File: src/rtl/quad_phase_gen.sv
// Two-phase (A/B) quadrature pattern generator: emits a programmable number of
// Gray-coded phase edges at a programmable period, in either direction.
module quad_phase_gen #(
  parameter int CNT_W = 8,
  parameter int DIV_W = 16
) (
  input  logic             sys_clk,
  input  logic             sys_rst,
  input  logic             start,
  input  logic             dir,
  input  logic [CNT_W-1:0] steps,
  input  logic [DIV_W-1:0] period,
  input  logic             abort,
  output logic             ph_a,
  output logic             ph_b,
  output logic             busy,
  output logic             done,
  output logic [CNT_W-1:0] pos
);

  typedef enum logic [1:0] {
    IDLE,
    RUN,
    FIN
  } state_t;

  state_t           state_q;
  logic [1:0]       q_q;
  logic [1:0]       q_d;
  logic             dir_q;
  logic [CNT_W-1:0] steps_q;
  logic [CNT_W-1:0] pos_q;
  logic [CNT_W-1:0] pos_d;
  logic [DIV_W-1:0] period_q;
  logic [DIV_W-1:0] div_q;
  logic             fin_wait_q;
  logic             ph_a_q;
  logic             ph_b_q;
  logic             busy_q;
  logic             done_q;

  always_comb begin
    q_d   = dir_q ? (q_q + 2'd1) : (q_q - 2'd1);
    pos_d = pos_q + CNT_W'(1);
  end

  always_ff @(posedge sys_clk) begin
    if (sys_rst) begin
      state_q    <= IDLE;
      q_q        <= '0;
      dir_q      <= 1'b0;
      steps_q    <= '0;
      pos_q      <= '0;
      period_q   <= '0;
      div_q      <= '0;
      fin_wait_q <= 1'b0;
      ph_a_q     <= 1'b0;
      ph_b_q     <= 1'b0;
      busy_q     <= 1'b0;
      done_q     <= 1'b0;
    end else begin
      done_q <= 1'b0;
      case (state_q)
        IDLE: begin
          if (start && !abort) begin
            if (steps != '0 && period != '0) begin
              dir_q    <= dir;
              steps_q  <= steps;
              period_q <= period;
              pos_q    <= '0;
              div_q    <= period - DIV_W'(1);
              busy_q   <= 1'b1;
              state_q  <= RUN;
            end else begin
              // Empty command: one extra FIN cycle so done lands two clocks after start.
              fin_wait_q <= 1'b1;
              state_q    <= FIN;
            end
          end
        end
        RUN: begin
          if (abort) begin
            busy_q  <= 1'b0;
            state_q <= IDLE;
          end else if (div_q == '0) begin
            q_q    <= q_d;
            ph_a_q <= q_d[0] ^ q_d[1];
            ph_b_q <= q_d[1];
            pos_q  <= pos_d;
            div_q  <= period_q - DIV_W'(1);
            if (pos_d == steps_q) begin
              state_q <= FIN;
            end
          end else begin
            div_q <= div_q - DIV_W'(1);
          end
        end
        FIN: begin
          if (fin_wait_q) begin
            fin_wait_q <= 1'b0;
          end else begin
            done_q  <= 1'b1;
            busy_q  <= 1'b0;
            state_q <= IDLE;
          end
        end
        default: state_q <= IDLE;
      endcase
    end
  end

  assign ph_a = ph_a_q;
  assign ph_b = ph_b_q;
  assign busy = busy_q;
  assign done = done_q;
  assign pos  = pos_q;

endmodule

File: config.mk
export PLATFORM = sky130hd
export DESIGN_NAME = quad_phase_gen
export DESIGN_NICKNAME = d
export VERILOG_FILES = /design/src/rtl/quad_phase_gen.sv
export SDC_FILE = /design/constraint.sdc
export NUM_CORES = 1
export LEC_CHECK = 0
export CORE_MARGIN = 2
export CORE_UTILIZATION = 45
export DETAILED_ROUTE_END_ITERATION = 6
export GPL_TIMING_DRIVEN = 0
export PLACE_DENSITY = 0.66
export SYNTH_ARGS = -nofsm -noshare
export SYNTH_HDL_FRONTEND = slang
export SYNTH_SLANG_ARGS = --single-unit
File: constraint.sdc
create_clock -name sys_clk -period 3.7 [get_ports sys_clk]
set_clock_uncertainty 0.1 [all_clocks]
set_input_delay 0.925 -clock sys_clk [delete_from_list [all_inputs] [get_ports sys_clk]]
set_output_delay 0.925 -clock sys_clk [all_outputs]
set_load 0.005 [all_outputs]
==> run summary, run 1 <==
vias per cell: 5.91
die height: 89.8 um
Cells after Synth: 404
post-place instance area: 0.00384 mm2
IO Pins: 41
hold depth: 1
top-count cell post-synth: nor2_1
Slew Limit Headroom: 0.281
Vias: 3,295
Die Wd: 89.8 um
mux share of post-synthesis cell area: 0.0986
clock sinks: 57
minimum clock period: 3.50 ns
Filler cells: 689
row cnt: 31
maximum capacitance violations: 0
met3 Resource Use GR: 0.0411
Post-CTS Hold Buffers: 0
Final Cycle Share: 0.946
number of flops mapped to enable cells by yosys: 0
Clk Tree Root Cell: clkbuf_8
Overall Global Routing Usage: 0.244
Remaining DRCs: 0
initial core utilization: 0.462
Synth Cell Area: 0.00331 mm2
GRT Max-Usage Layer: met2
Hold WS: 0.357 ns
Synth async-reset ratio: 0
Max Slew Vio Count: 0
Overflow after GRT: 0
distinct cell type count after synthesis: 56
Total Nets Final: 489
first-pass GRT wire length: 15,800 um
H-Tree Depth: 3
Yosys top cell area share: 0.344
most frequent cells after synthesis: nor2_1 (75), dfxtp_1 (57), a21oi_1 (35), mux2i_1 (27), nand2_1 (25)
Core Area: 0.00718 mm2
clock buffer depth: 2
die area: 0.00806 mm2
RSZ-0062 raised after global routing: false
met2 GRT Util: 0.390
Max Fclk: 286 MHz
largest net degree at the start of global routing: 20
Layout area overhead: 21.7%
Synth Area in Simple Gates: 0.245
post-route ant nets: 0
Pleak: 1.51 nW
TritonCTS Buffers: 9
hpwl dp: 6890 um
largest family of logic cells by synthesized area: simple AND/OR/NAND/NOR gates
GR Layer Usage met1: 0.332
peak supply drop: 0.283 mV
Post-Synth Adder-Cell Area: 0.0227
number of global-route vias before repair: 3,025
Avg Inst Size Synth: 8.20 um2
antenna cells: 0
IO Port Bufs: 40
Slew @ Worst Pin: 1.07 ns
worst hold endpoint: done
synth top area cells: dfxtp_1 (34%), nor2_1 (8.5%), mux2i_1 (8.2%)
DR pass1 iterations: 5
post-synth top area cell: dfxtp_1
RR Endpoint: div_q[12]
Primary FF master, synth: dfxtp_1
Register-to-Register Path Depth: 12
Final Hold Viols: 0
initial drt markers: 235
yosys warns: 0
WS Path Type: input pin to flip-flop
FF+latch count, synth: 57
min-delay worst type: flip-flop to flip-flop
Seq/Total Area, Yosys: 0.344
Syn Nets: 439
clock slew seen by the registers of the worst setup and hold paths: 0.07 ns
# setup viols final: 0
Critical Path AT: 3.61 ns
maximum fanout along the worst path: 10
clk_lat worst skew: 0.35 ns
XOR/XNOR Fraction of Synth Area: 0.0529
Synth Area in Compound Gates: 0.198
R2R setup slack: 0.25 ns
CTS tree: yes
initial antenna violation count: 0
crit start category: input pin
CP endpoint kind: flip-flop
Pwr Density: 617 mW/mm2
layout cell share with drive strength beyond 1: 0.0915
HP Start: fin_wait_q
CP Data Required Time: 3.81 ns
status: complete, no violations
R2R Path Start: state_q[1]
total routed wirelength: 9610 um
Final Cell Area: 0.00403 mm2
Wirelength per Cell: 17.2 um
gp weighted congestion: 0.912
==> per-stage QoR <==
step	TNS, ns	power (mW)	worst slack, ns	util	std cells
floorplan	0	1.58	0.636	-	404
global placement	-2.43	1.87	-0.116	0.535	543
detailed placement	-2.23	1.88	-0.104	0.535	543
CTS	0	2.47	0.230	0.562	558
global route	0	2.63	0.0151	0.562	558
finish	0	2.49	0.201	0.562	558
==> layer usage <==
metal	wire, um	part of all wire	vias to the layer above
met1	4520	0.47	1563
li1	-	-	1588
met2	4350	0.45	132
met4	154	0.016	0
met3	592	0.062	12
met5	0	0	-
==> power breakdown <==
part           total, mW  leakage, nW  internal [mW]  switching (mW)
Combinational       1.09        0.954          0.424           0.665
Sequential         0.802        0.465          0.712          0.0899
Clock              0.597       0.0953          0.327           0.270
==> worst max-delay path by stage <==
stage,end,slack (ns),depth (start not counted),from
after floorplan,div_q[12],0.64,13,state_q[1]
after global placement,period_q[2],-0.12,8,period[11]
after detailed placement,period_q[8],-0.10,8,period[11]
after CTS,div_q[12],0.23,12,state_q[1]
after global routing,pos[7],0.02,8,period[9]
final,pos[7],0.20,8,period[8]
==> critical path, cell delays in order <==
cell and delay [ns]:
clkdlybuf4s50_1 0.57, nor4_1 0.13, and4_1 0.24, o31ai_1 0.90, clkbuf_1 0.49, nand2_1 0.11, a21oi_1 0.18, nor2_1 0.05
==> cell usage in the layout (no fill, tap or decap), drive strengths merged, types with 5 or more instances in the layout <==
cell type / count
nor2: 75
dfxtp: 57
clkdlybuf4s50: 40
a21oi: 35
mux2i: 27
nand2: 25
clkbuf: 23
a211oi: 16
nor4: 12
o21ai: 11
xnor2: 11
nor3: 9
xor2: 9
nand3: 9
buf: 8
nand4: 7
a31oi: 7
a311oi: 7
ha: 6
inv: 5
mux2: 5
==> area by class of cell <==
| type | instances | area, um2 | share of cell area |
|---|---|---|---|
| timing repair buffer | 40 | 400 | 0.0993 |
| clock buffer | 11 | 141 | 0.0351 |
| sequential | 57 | 1140 | 0.283 |
| buffer | 20 | 104 | 0.0258 |
| multi-input combinational | 320 | 2040 | 0.507 |
| tap | 99 | 124 | 0.0307 |
| clock inverter | 5 | 55.1 | 0.0137 |
| inverter | 6 | 22.5 | 0.00558 |
==> registers in the layout, summed over array words and instances, names as in the netlist <==
signal      count
fin_wait_q      1
state_q         2
pos             8
done            1
busy            1
period_q       16
ph_a            1
dir_q           1
ph_b            1
div_q          16
steps_q         8
q_q             1
==> cell families (layout without fill, tap and decap cells) <==
logic type,Yosys count,after routing
fa+ha+maj,6,6
compound gates,95,95
buf+inv,27,82
xor+xnor,20,20
mux,32,32
flops,57,57
simple gates,167,167
==> what timing repair did <==
item                                   CTS  global route
endpoints found under the hold margin    0             0
setup buffers                            0             0
resized for setup                        0             1
setup endpoints to repair                1             1
Note: power is estimated with default switching activity, not from simulation.
==> inputs of run 2 (changes only) <==
- CTS_CLUSTER_SIZE: unset -> 16
==> results of run 2 <==
Final layout, timing and power as in run 1 (identical DEF).
==> inputs of run 3 (changes only) <==
- CTS_CLUSTER_SIZE: 16 -> 8
- MAX_ROUTING_LAYER: unset -> met4
==> run summary, run 3 (synthesis results as in run 1) <==
status: complete, no violations
largest net degree at the start of global routing: 20 (unchanged)
final setup TNS: 0 ns (unchanged)
Hold WS: 0.363 ns (+0.00582 ns)
TritonCTS Buffers: 9 (unchanged)
Remaining DRCs: 0 (unchanged)
initial antenna violation count: 0 (unchanged)
CP max-delay cell: o31ai_1
Core Area: 0.00718 mm2 (unchanged)
Worst Path Buf+Inv: 2 (unchanged)
die height: 89.8 um (unchanged)
Worst path max stage delay: 0.90 ns (about the same)
Max Slew Vio Count: 0 (unchanged)
Wirelength per Cell: 17.2 um (about the same)
min-delay worst type: flip-flop to flip-flop
Overflow after GRT: 0 (unchanged)
crit start category: input pin
Final Cycle Share: 0.950 (+0.00381)
Pleak: 1.51 nW (unchanged)
hpwl dp: 6890 um (unchanged)
Layout area overhead: 21.7% (unchanged)
CP endpoint kind: flip-flop
largest delay contributor family on the critical path: buffers and inverters
IO Pins: 41 (unchanged)
initial drt markers: 247 (+5.1%)
# Post-CTS Setup Buffers: 0 (unchanged)
layout cell share with drive strength beyond 1: 0.0915 (unchanged)
vias per cell: 5.93 (+0.36%)
crit-path cells: clkdlybuf4s50_1 > nor4_1 > and4_1 > o31ai_1 > clkbuf_1 > nor2_1 > a211oi_1
H-Tree Depth: 3 (unchanged)
peak supply drop: 0.284 mV (+0.23%)
post-route ant nets: 0 (unchanged)
clock slew seen by the registers of the worst setup and hold paths: 0.07 ns (about the same)
WS Path Type: input pin to flip-flop
number of global-route vias before repair: 3,020 (-0.17%)
first-pass GRT wire length: 15,800 um (-0.13%)
CTS tree: yes
row cnt: 31 (unchanged)
Vias: 3,307 (+0.36%)
Final Core Density: 0.562 (unchanged)
Die Wd: 89.8 um (unchanged)
Regs by FF count: div_q: 16 flops, period_q: 16 flops
most common cell after layout, fill and taps aside: nor2_1
Max Fclk: 285 MHz (-0.40%)
minimum clock period: 3.51 ns (+0.0141 ns)
maximum fanout along the worst path: 10 (unchanged)
Slew @ Worst Pin: 1.07 ns (+0.00133 ns)
gp weighted congestion: 0.928 (+1.7%)
maximum capacitance violations: 0 (unchanged)
Clk Tree Root Cell: clkbuf_8
Total Nets Final: 489 (unchanged)
total routed wirelength: 9610 um (about the same)
Final Hold Viols: 0 (unchanged)
initial core utilization: 0.462 (unchanged)
antenna cells: 0 (unchanged)
most frequent cells in the layout: nor2_1 (75), dfxtp_1 (57), clkdlybuf4s50_1 (40)
Critical Path AT: 3.67 ns (+0.06 ns)
Pwr Density: 617 mW/mm2 (about the same)
IO Port Bufs: 40 (unchanged)
CP Data Required Time: 3.85 ns (+0.04 ns)
DR pass1 iterations: 5 (unchanged)
Tot Pwr: 2.49 mW (about the same)
clock sinks: 57 (unchanged)
Slew Limit Headroom: 0.280 (-0.000893)
# setup viols final: 0 (unchanged)
Overall Global Routing Usage: 0.250 (+0.00659)
clk_lat worst skew: 0.35 ns (about the same)
RSZ-0062 raised after global routing: false
die area: 0.00806 mm2 (unchanged)
clock buffer depth: 2 (unchanged)
run 3: cell counts in the layout (fill, tap and decap cells not counted):
Identical to the previous run, type by type.
run 3: final timing paths:
kind	depth (start not counted)	to	slack, ns	start
worst min register to register	1	done	0.36	fin_wait_q
worst min-delay path	1	done	0.36	fin_wait_q
worst max register to register	12	div_q[12]	0.24	state_q[1]
worst max-delay path	7	div_q[10]	0.19	period[8]
run 3: layer usage:
metal	vias to the layer above	part of all wire	GRT usage
met5	-	0	-
met1	1549	0.46	0.332
li1	1587	-	-
met3	13	0.069	0.0394
met2	158	0.45	0.390
met4	0	0.015	0.0910
run 3: worst reg2reg max path, stage by stage, from the launching register on:
cell	delay, ns
dfxtp_1	0.33
inv_1	0.11
ha_1	0.35
buf_2	0.33
buf_2	0.29
clkbuf_4	0.32
nand2_1	0.11
nand2_1	0.09
ha_1	0.19
o221a_2	0.26
nand4_1	0.20
or4_1	0.47
a311oi_2	0.24
run 3: per-stage QoR:
| step | worst slack (ns) | instance area [um2] | cells |
|---|---|---|---|
| floorplan | 0.636 | 3310 | 404 |
| global placement | -0.116 | 3840 | 543 |
| detailed placement | -0.104 | 3840 | 543 |
| CTS | 0.230 | 4030 | 558 |
| global route | 0.0124 | 4030 | 558 |
| finish | 0.187 | 4030 | 558 |
run 3: area by class of cell:
type                    instances  area [um2]
clock inverters                 5        55.1
multi-input cells             320        2040
inverters                       6        22.5
plain buffers                  20         104
repair buffers                 40         400
fillers                       689        3140
well taps                      99         124
flip-flops and latches         57        1140
clock buffers                  11         141
run 3: report_power, final:
group / total, mW / internal [mW] / leakage [nW] / switching [mW]
clock: 0.595 / 0.327 / 0.0953 / 0.269
combinational: 1.09 / 0.424 / 0.954 / 0.665
sequential: 0.802 / 0.712 / 0.465 / 0.0904
total: 2.49 / 1.46 / 1.51 / 1.02
run 3: timing repair:
| action | 4_1_cts | 5_1_grt |
|---|---|---|
| setup endpoints to repair | 1 | 1 |
| hold buffers | 0 | 0 |
| endpoints found under the hold margin | 0 | 0 |
| gates resized for setup | 0 | 1 |
| pin swaps | 0 | 0 |
